===== src/rtl/aes_dec_pkg.sv =====
// Shared types and constants for the iterative AES-128 decryption sequencer.
// Optional abort support is selected by AES_DEC_CTRL_ABORT_EN in aes_dec_ctrl.
package aes_dec_pkg;

  localparam int AES128_NUM_ROUNDS = 10;
  localparam int KEY_IDX_W         = 4;
  localparam int NUM_KEYS          = AES128_NUM_ROUNDS + 1;

  localparam logic [KEY_IDX_W-1:0] LAST_KEY_IDX = 4'd10;

  typedef enum logic [1:0] {
    ST_IDLE  = 2'd0,
    ST_ROUND = 2'd1,
    ST_DONE  = 2'd2
  } dec_state_e;

  function automatic logic key_idx_valid(input logic [KEY_IDX_W-1:0] idx);
    return (idx <= LAST_KEY_IDX);
  endfunction

endpackage


===== src/rtl/aes_dec_ctrl_if.sv =====
// Block stream, key load and round-datapath signals of aes_dec_ctrl.
// slave = controller side, master = surrounding environment.
interface aes_dec_ctrl_if;
  import aes_dec_pkg::*;

  logic                 key_wr_en;
  logic [KEY_IDX_W-1:0] key_wr_idx;
  logic [127:0]         key_wr_data;
  logic                 in_valid;
  logic                 in_ready;
  logic [127:0]         in_data;
  logic                 out_valid;
  logic                 out_ready;
  logic [127:0]         out_data;
  logic [127:0]         round_in_data;
  logic [127:0]         round_in_key;
  logic                 round_last;
  logic [127:0]         round_out_data;
  logic                 busy;
  logic [3:0]           round_cnt;

  modport slave (
    input  key_wr_en, key_wr_idx, key_wr_data, in_valid, in_data, out_ready, round_out_data,
    output in_ready, out_valid, out_data, round_in_data, round_in_key, round_last, busy, round_cnt
  );

  modport master (
    output key_wr_en, key_wr_idx, key_wr_data, in_valid, in_data, out_ready, round_out_data,
    input  in_ready, out_valid, out_data, round_in_data, round_in_key, round_last, busy, round_cnt
  );

endinterface


===== src/rtl/aes_dec_key_store.sv =====
// Eleven-entry AES-128 round-key register file: one synchronous write port,
// one combinational indexed read port, plus a fixed tap on the last key.
module aes_dec_key_store
  import aes_dec_pkg::*;
(
  input  logic                 clk,
  input  logic                 rst,
  input  logic                 wr_en_i,
  input  logic [KEY_IDX_W-1:0] wr_idx_i,
  input  logic [127:0]         wr_data_i,
  input  logic [KEY_IDX_W-1:0] rd_idx_i,
  output logic [127:0]         rd_key_o,
  output logic [127:0]         last_key_o
);

  logic [127:0] keys_q [0:NUM_KEYS-1];

  // Key registers; out-of-range indices are dropped.
  always_ff @(posedge clk) begin
    if (rst) begin
      for (int i = 0; i < NUM_KEYS; i++) begin
        keys_q[i] <= 128'd0;
      end
    end else if (wr_en_i && key_idx_valid(wr_idx_i)) begin
      keys_q[wr_idx_i] <= wr_data_i;
    end
  end

  // Indexed read port.
  always_comb begin
    rd_key_o = 128'd0;
    if (key_idx_valid(rd_idx_i)) begin
      rd_key_o = keys_q[rd_idx_i];
    end else begin
      rd_key_o = 128'd0;
    end
  end

  // The initial whitening key is needed in IDLE while the read port shows K9.
  assign last_key_o = keys_q[LAST_KEY_IDX];

endmodule


===== src/rtl/aes_dec_ctrl.sv =====
// Iterative AES-128 decryption sequencer driving an external single-round datapath.
// Define AES_DEC_CTRL_ABORT_EN to add the abort_i port.
module aes_dec_ctrl
  import aes_dec_pkg::*;
#(
  parameter int ROUND_LAT = 1
) (
  input logic clk,
  input logic rst,
`ifdef AES_DEC_CTRL_ABORT_EN
  input logic abort_i,
`endif
  aes_dec_ctrl_if.slave bus
);

  localparam logic [3:0] WAIT_LAST  = 4'(ROUND_LAT - 1);
  localparam logic [3:0] LAST_ROUND = 4'(AES128_NUM_ROUNDS);

  dec_state_e           state_q;
  logic [3:0]           round_cnt_q;
  logic [3:0]           wait_q;
  logic [127:0]         data_q;
  logic                 out_valid_q;
  logic                 busy_q;
  logic                 round_last_q;
  logic                 abort_s;
  logic                 in_ready_s;
  logic                 accept_s;
  logic                 key_wr_s;
  logic [KEY_IDX_W-1:0] rd_idx_s;
  logic [127:0]         rd_key_s;
  logic [127:0]         last_key_s;

`ifdef AES_DEC_CTRL_ABORT_EN
  assign abort_s = abort_i;
`else
  assign abort_s = 1'b0;
`endif

  // Input acceptance and round-key selection; key reads outside ROUND park on K9.
  always_comb begin
    in_ready_s = 1'b0;
    rd_idx_s   = LAST_KEY_IDX - 4'd1;
    if (!rst && (state_q == ST_IDLE) && !bus.key_wr_en) begin
      in_ready_s = 1'b1;
    end else begin
      in_ready_s = 1'b0;
    end
    if (state_q == ST_ROUND) begin
      rd_idx_s = LAST_KEY_IDX - round_cnt_q;
    end else begin
      rd_idx_s = LAST_KEY_IDX - 4'd1;
    end
  end

  assign accept_s = in_ready_s & bus.in_valid;
  assign key_wr_s = bus.key_wr_en & (state_q == ST_IDLE);

  aes_dec_key_store u_key_store (
    .clk        (clk),
    .rst        (rst),
    .wr_en_i    (key_wr_s),
    .wr_idx_i   (bus.key_wr_idx),
    .wr_data_i  (bus.key_wr_data),
    .rd_idx_i   (rd_idx_s),
    .rd_key_o   (rd_key_s),
    .last_key_o (last_key_s)
  );

  // Sequencer FSM with registered status outputs.
  always_ff @(posedge clk) begin
    if (rst) begin
      state_q      <= ST_IDLE;
      round_cnt_q  <= 4'd0;
      wait_q       <= 4'd0;
      data_q       <= 128'd0;
      out_valid_q  <= 1'b0;
      busy_q       <= 1'b0;
      round_last_q <= 1'b0;
    end else if (abort_s && (state_q != ST_IDLE)) begin
      // The state register is deliberately kept; only control returns to IDLE.
      state_q      <= ST_IDLE;
      round_cnt_q  <= 4'd0;
      wait_q       <= 4'd0;
      out_valid_q  <= 1'b0;
      busy_q       <= 1'b0;
      round_last_q <= 1'b0;
    end else begin
      case (state_q)
        ST_IDLE: begin
          if (accept_s) begin
            data_q       <= bus.in_data ^ last_key_s;
            round_cnt_q  <= 4'd1;
            wait_q       <= 4'd0;
            busy_q       <= 1'b1;
            round_last_q <= 1'b0;
            state_q      <= ST_ROUND;
          end
        end
        ST_ROUND: begin
          if (wait_q == WAIT_LAST) begin
            data_q <= bus.round_out_data;
            wait_q <= 4'd0;
            if (round_cnt_q == LAST_ROUND) begin
              state_q      <= ST_DONE;
              out_valid_q  <= 1'b1;
              round_last_q <= 1'b0;
            end else begin
              round_cnt_q  <= round_cnt_q + 4'd1;
              round_last_q <= (round_cnt_q == (LAST_ROUND - 4'd1));
            end
          end else begin
            wait_q <= wait_q + 4'd1;
          end
        end
        ST_DONE: begin
          if (bus.out_ready) begin
            state_q     <= ST_IDLE;
            round_cnt_q <= 4'd0;
            out_valid_q <= 1'b0;
            busy_q      <= 1'b0;
          end
        end
        default: begin
          state_q      <= ST_IDLE;
          round_cnt_q  <= 4'd0;
          wait_q       <= 4'd0;
          out_valid_q  <= 1'b0;
          busy_q       <= 1'b0;
          round_last_q <= 1'b0;
        end
      endcase
    end
  end

  assign bus.in_ready      = in_ready_s;
  assign bus.out_valid     = out_valid_q;
  assign bus.out_data      = data_q;
  assign bus.round_in_data = data_q;
  assign bus.round_in_key  = rd_key_s;
  assign bus.round_last    = round_last_q;
  assign bus.busy          = busy_q;
  assign bus.round_cnt     = round_cnt_q;

endmodule


===== src/flat_wrapper.sv =====
// flat-port wrapper written by rule: the top's interface ports become plain ports
module aes_dec_ctrl_flat import aes_dec_pkg::*;
#(
  parameter int ROUND_LAT = 1
)
  (clk, rst, bus_key_wr_en, bus_key_wr_idx, bus_key_wr_data, bus_in_valid, bus_in_data, bus_out_ready, bus_round_out_data, bus_in_ready, bus_out_valid, bus_out_data, bus_round_in_data, bus_round_in_key, bus_round_last, bus_busy, bus_round_cnt);
  aes_dec_ctrl_if bus_i ();
  input logic clk;
  input logic rst;
  input wire logic [$bits(bus_i.key_wr_en)-1:0] bus_key_wr_en;
  input wire logic [$bits(bus_i.key_wr_idx)-1:0] bus_key_wr_idx;
  input wire logic [$bits(bus_i.key_wr_data)-1:0] bus_key_wr_data;
  input wire logic [$bits(bus_i.in_valid)-1:0] bus_in_valid;
  input wire logic [$bits(bus_i.in_data)-1:0] bus_in_data;
  input wire logic [$bits(bus_i.out_ready)-1:0] bus_out_ready;
  input wire logic [$bits(bus_i.round_out_data)-1:0] bus_round_out_data;
  output wire logic [$bits(bus_i.in_ready)-1:0] bus_in_ready;
  output wire logic [$bits(bus_i.out_valid)-1:0] bus_out_valid;
  output wire logic [$bits(bus_i.out_data)-1:0] bus_out_data;
  output wire logic [$bits(bus_i.round_in_data)-1:0] bus_round_in_data;
  output wire logic [$bits(bus_i.round_in_key)-1:0] bus_round_in_key;
  output wire logic [$bits(bus_i.round_last)-1:0] bus_round_last;
  output wire logic [$bits(bus_i.busy)-1:0] bus_busy;
  output wire logic [$bits(bus_i.round_cnt)-1:0] bus_round_cnt;
  assign bus_i.key_wr_en = bus_key_wr_en;
  assign bus_i.key_wr_idx = bus_key_wr_idx;
  assign bus_i.key_wr_data = bus_key_wr_data;
  assign bus_i.in_valid = bus_in_valid;
  assign bus_i.in_data = bus_in_data;
  assign bus_i.out_ready = bus_out_ready;
  assign bus_i.round_out_data = bus_round_out_data;
  assign bus_in_ready = bus_i.in_ready;
  assign bus_out_valid = bus_i.out_valid;
  assign bus_out_data = bus_i.out_data;
  assign bus_round_in_data = bus_i.round_in_data;
  assign bus_round_in_key = bus_i.round_in_key;
  assign bus_round_last = bus_i.round_last;
  assign bus_busy = bus_i.busy;
  assign bus_round_cnt = bus_i.round_cnt;
  aes_dec_ctrl #(.ROUND_LAT(ROUND_LAT)) u_core (.clk(clk), .rst(rst), .bus(bus_i));
endmodule

===== config.mk =====
export PLATFORM = sky130hd
export DESIGN_NAME = aes_dec_ctrl_flat
export DESIGN_NICKNAME = d
export VERILOG_FILES = /design/src/rtl/aes_dec_pkg.sv /design/src/rtl/aes_dec_ctrl_if.sv /design/src/rtl/aes_dec_key_store.sv /design/src/rtl/aes_dec_ctrl.sv /design/src/flat_wrapper.sv
export SDC_FILE = /design/constraint.sdc
export NUM_CORES = 2
export LEC_CHECK = 0
export ABC_AREA = 1
export CAP_MARGIN = 20
export CELL_PAD_IN_SITES_DETAIL_PLACEMENT = 1
export CELL_PAD_IN_SITES_GLOBAL_PLACEMENT = 2
export CORE_MARGIN = 4
export CORE_UTILIZATION = 36
export CTS_BUF_LIST = sky130_fd_sc_hd__clkbuf_8
export DETAILED_ROUTE_END_ITERATION = 12
export HOLD_SLACK_MARGIN = 0.15
export PLACE_DENSITY_LB_ADDON = 0.1
export SETUP_SLACK_MARGIN = 0.02
export SLEW_MARGIN = 20
export SYNTH_ARGS = -nofsm -noshare
export SYNTH_HDL_FRONTEND = slang
export SYNTH_SLANG_ARGS = --single-unit

===== constraint.sdc =====
create_clock -name clk -period 6 [get_ports clk]
set_input_delay 1.2 -clock clk [delete_from_list [all_inputs] [get_ports clk]]
set_output_delay 1.2 -clock clk [all_outputs]
set_load 0.02 [all_outputs]

==> results_dict.tcl <==
set metrics [dict create \
    drv_cap 0 \
    dieArea_um2 214000 \
    min_period_ns 5.71 \
    clkLatencyLatePin_ns 1.06 \
    startpoint_type "flop" \
    avgSynthCellArea_um2 8.86 \
    post_drt_wl_per_cell_um 24.5 \
    place_ws_ns 1.07 \
    timing.reg2reg.setup_slack_ns 2.52 \
    slew_viol_final 0 \
    powerDensity_nw_per_um2 300 \
    setup_viol 0 \
    die-width_um 462 \
    synth_nets 8779 \
    hold_class "reg2reg" \
    critPathCaptureType "output port" \
    fin_hold_ws_ns 0.479 \
    worst-path-max-fanout 74 \
    yosysSeqAreaShare 0.590 \
    finalHoldViolations 0 \
    layout_common_cells "2204 x nor2_1, 1318 x nand2_1, 1280 x edfxtp_1" \
    status "completed" \
    fillers 23767 \
    layout_commonest_cell "nor2_1" \
    tns_ns 0 \
    cts.clk_slew.worst_paths_ns 0.05 \
    grt_pass1_wl_mm 422 \
    start_util 0.362 \
    synth_cells 8381 \
    cts-htree-levels 5 \
    fmax_mhz 175 \
    firstDrtPassIters 5 \
    slew_headroom 0.235 \
    worstMarginPinSlew_ns 1.15 \
    dr_total_vias 60663 \
    gp_congestion 0.768 \
    rows 166 \
    cts_tree "built" \
    syn_area_um2 74300 \
    cts_buffers 306 \
    viasPerCell 5.13 \
    antenna_found_initial 15 \
    ys_warn_count 0 \
    io_pins 785 \
    rsz0062_at_grt "no" \
    drc 0 \
    ys_seq_elements 1549 \
    fin_skew_ns 0.0491 \
    ctsHoldBuffers 0 \
    synth_cell_types 29 \
    overflow 0 \
    fin_crit_sh 0.952 \
    drt_iter0_drc 4395 \
    layout-drive-gt1-share 0.0835 \
    port_buffers 784 \
    p_leak_nw 35.5 \
    timing.final.ws_setup_ns 0.288 \
    core_um2 205000 \
    arrival_ns 4.51 \
    grt_start_max_net_pins 147 \
    place_hpwl_mm 165 \
    ir_worst_vdd_v 0.000210 \
    cp_data_required_time_ns 4.80 \
    worstSetupPathType "reg2out" \
    final_nets 9328 \
    syn_to_final_growth_pct 20.0 \
    antenna_left 0 \
    grt_pass1_vias 62596 \
    cts_buffer_depth 4 \
    die_h_um 462 \
    grt_usage 0.266 \
    cts_root_buf "clkbuf_8" \
    cts_sinks 1549 \
    wl_mm 290 \
]
-- through the flow --
step	instance area (um^2)	util	instances	power, mW
after detailed placement	83700	0.409	11310	17.1
after global routing	89100	0.435	11832	27.9
after global placement	83700	0.409	11310	17.1
final	89100	0.435	11836	26.7
after CTS	89100	0.435	11819	27.0
after floorplan	74300	-	8381	15.1
-- power breakdown --
| group | total, mW | internal [mW] | switching, mW |
|---|---|---|---|
| clock | 9.85 | 5.16 | 4.69 |
| sequential | 12.4 | 12.1 | 0.235 |
| combinational | 4.48 | 1.59 | 2.89 |
| total | 26.7 | 18.9 | 7.82 |
-- cells by family after synthesis --
family,after synthesis,share of synthesized area
simple gates,4326,0.241
buf+inv,1586,0.0974
flops,1549,0.590
compound gates,785,0.0551
xor+xnor,130,0.0153
fa+ha+maj,5,0.000842
-- cell type report --
type	count	area, um^2	area share
Antenna cell	17	42.5	0.000477
Tap cell	2688	3360	0.0377
Timing Repair Buffer	905	9650	0.108
Clock buffer	329	4530	0.0508
Clock inverter	180	812	0.00911
Inverter	922	3520	0.0394
Sequential cell	1549	43800	0.492
Multi-Input combinational cell	5246	23400	0.263
-- flip-flops by register name (all words and copies together), names as in the netlist --
signal	cells
u_core.bus.busy	1
u_core.bus.out_data	128
u_core.bus.out_valid	1
u_core.bus.round_cnt	4
u_core.bus.round_last	1
u_core.state_q	2
u_core.u_key_store.keys_q	1408
u_core.wait_q	4
-- Yosys cell counts --
master / n / area share
nand3_1: 647 / 0.044
xnor2_1: 128 / 0.015
nor2_2: 24 / 0.0020
nand2_2: 1 / 0.000084
ha_1: 5 / 0.00084
nor2_4: 103 / 0.016
clkbuf_2: 2 / 0.00013
o22ai_1: 128 / 0.011
xor2_1: 2 / 0.00024
dfxtp_1: 269 / 0.073
nor3_1: 2 / 0.00013
clkbuf_1: 169 / 0.0085
o211ai_1: 1 / 0.00010
inv_4: 1 / 0.000084
nand2_4: 3 / 0.00045
nand2_1: 1335 / 0.067
edfxtp_1: 1280 / 0.52
buf_6: 53 / 0.0080
o21ai_1: 73 / 0.0049
nor2_1: 2206 / 0.11
a31oi_1: 1 / 0.000084
buf_2: 277 / 0.019
buf_4: 142 / 0.014
a21oi_1: 8 / 0.00054
buf_1: 21 / 0.0011
inv_1: 787 / 0.040
o21ai_0: 574 / 0.039
nand4_1: 5 / 0.00042
inv_2: 134 / 0.0068
-- timing repair --
action                     in CTS  in global routing
setup buffers                   0                  0
gates resized for setup         1                  1
setup endpoints to repair      15                 36
-- path summary, 6_finish.rpt --
kind	start	endpoint	depth (start not counted)
setup / recovery	u_core.bus.round_cnt[0]	bus_round_in_key[99]	10
hold / removal	u_core.bus.out_valid	u_core.bus.out_valid	2
setup reg to reg	u_core.state_q[1]	u_core.u_key_store.keys_q[4][25]	10
hold reg to reg	u_core.bus.out_valid	u_core.bus.out_valid	2
-- critical path, stage by stage, from the launching register on --
cell and delay (ns):
dfxtp_2 0.50, inv_8 0.07, ha_1 0.41, nand2_8 0.32
nor2_4 0.28, buf_12 0.50, nand2_1 0.11, nand3_1 0.11
nand3_1 0.08, nand2_1 0.31, clkdlybuf4s50_1 0.68
-- layer usage --
metal	GRT usage	vias up	share of wire
met5	0	-	0.000045
met4	0.0799	2	0.027
met3	0.0385	458	0.054
met2	0.455	1698	0.49
met1	0.350	30676	0.43
li1	-	27829	-
No activity file was read; power rests on OpenSTA's default activity.
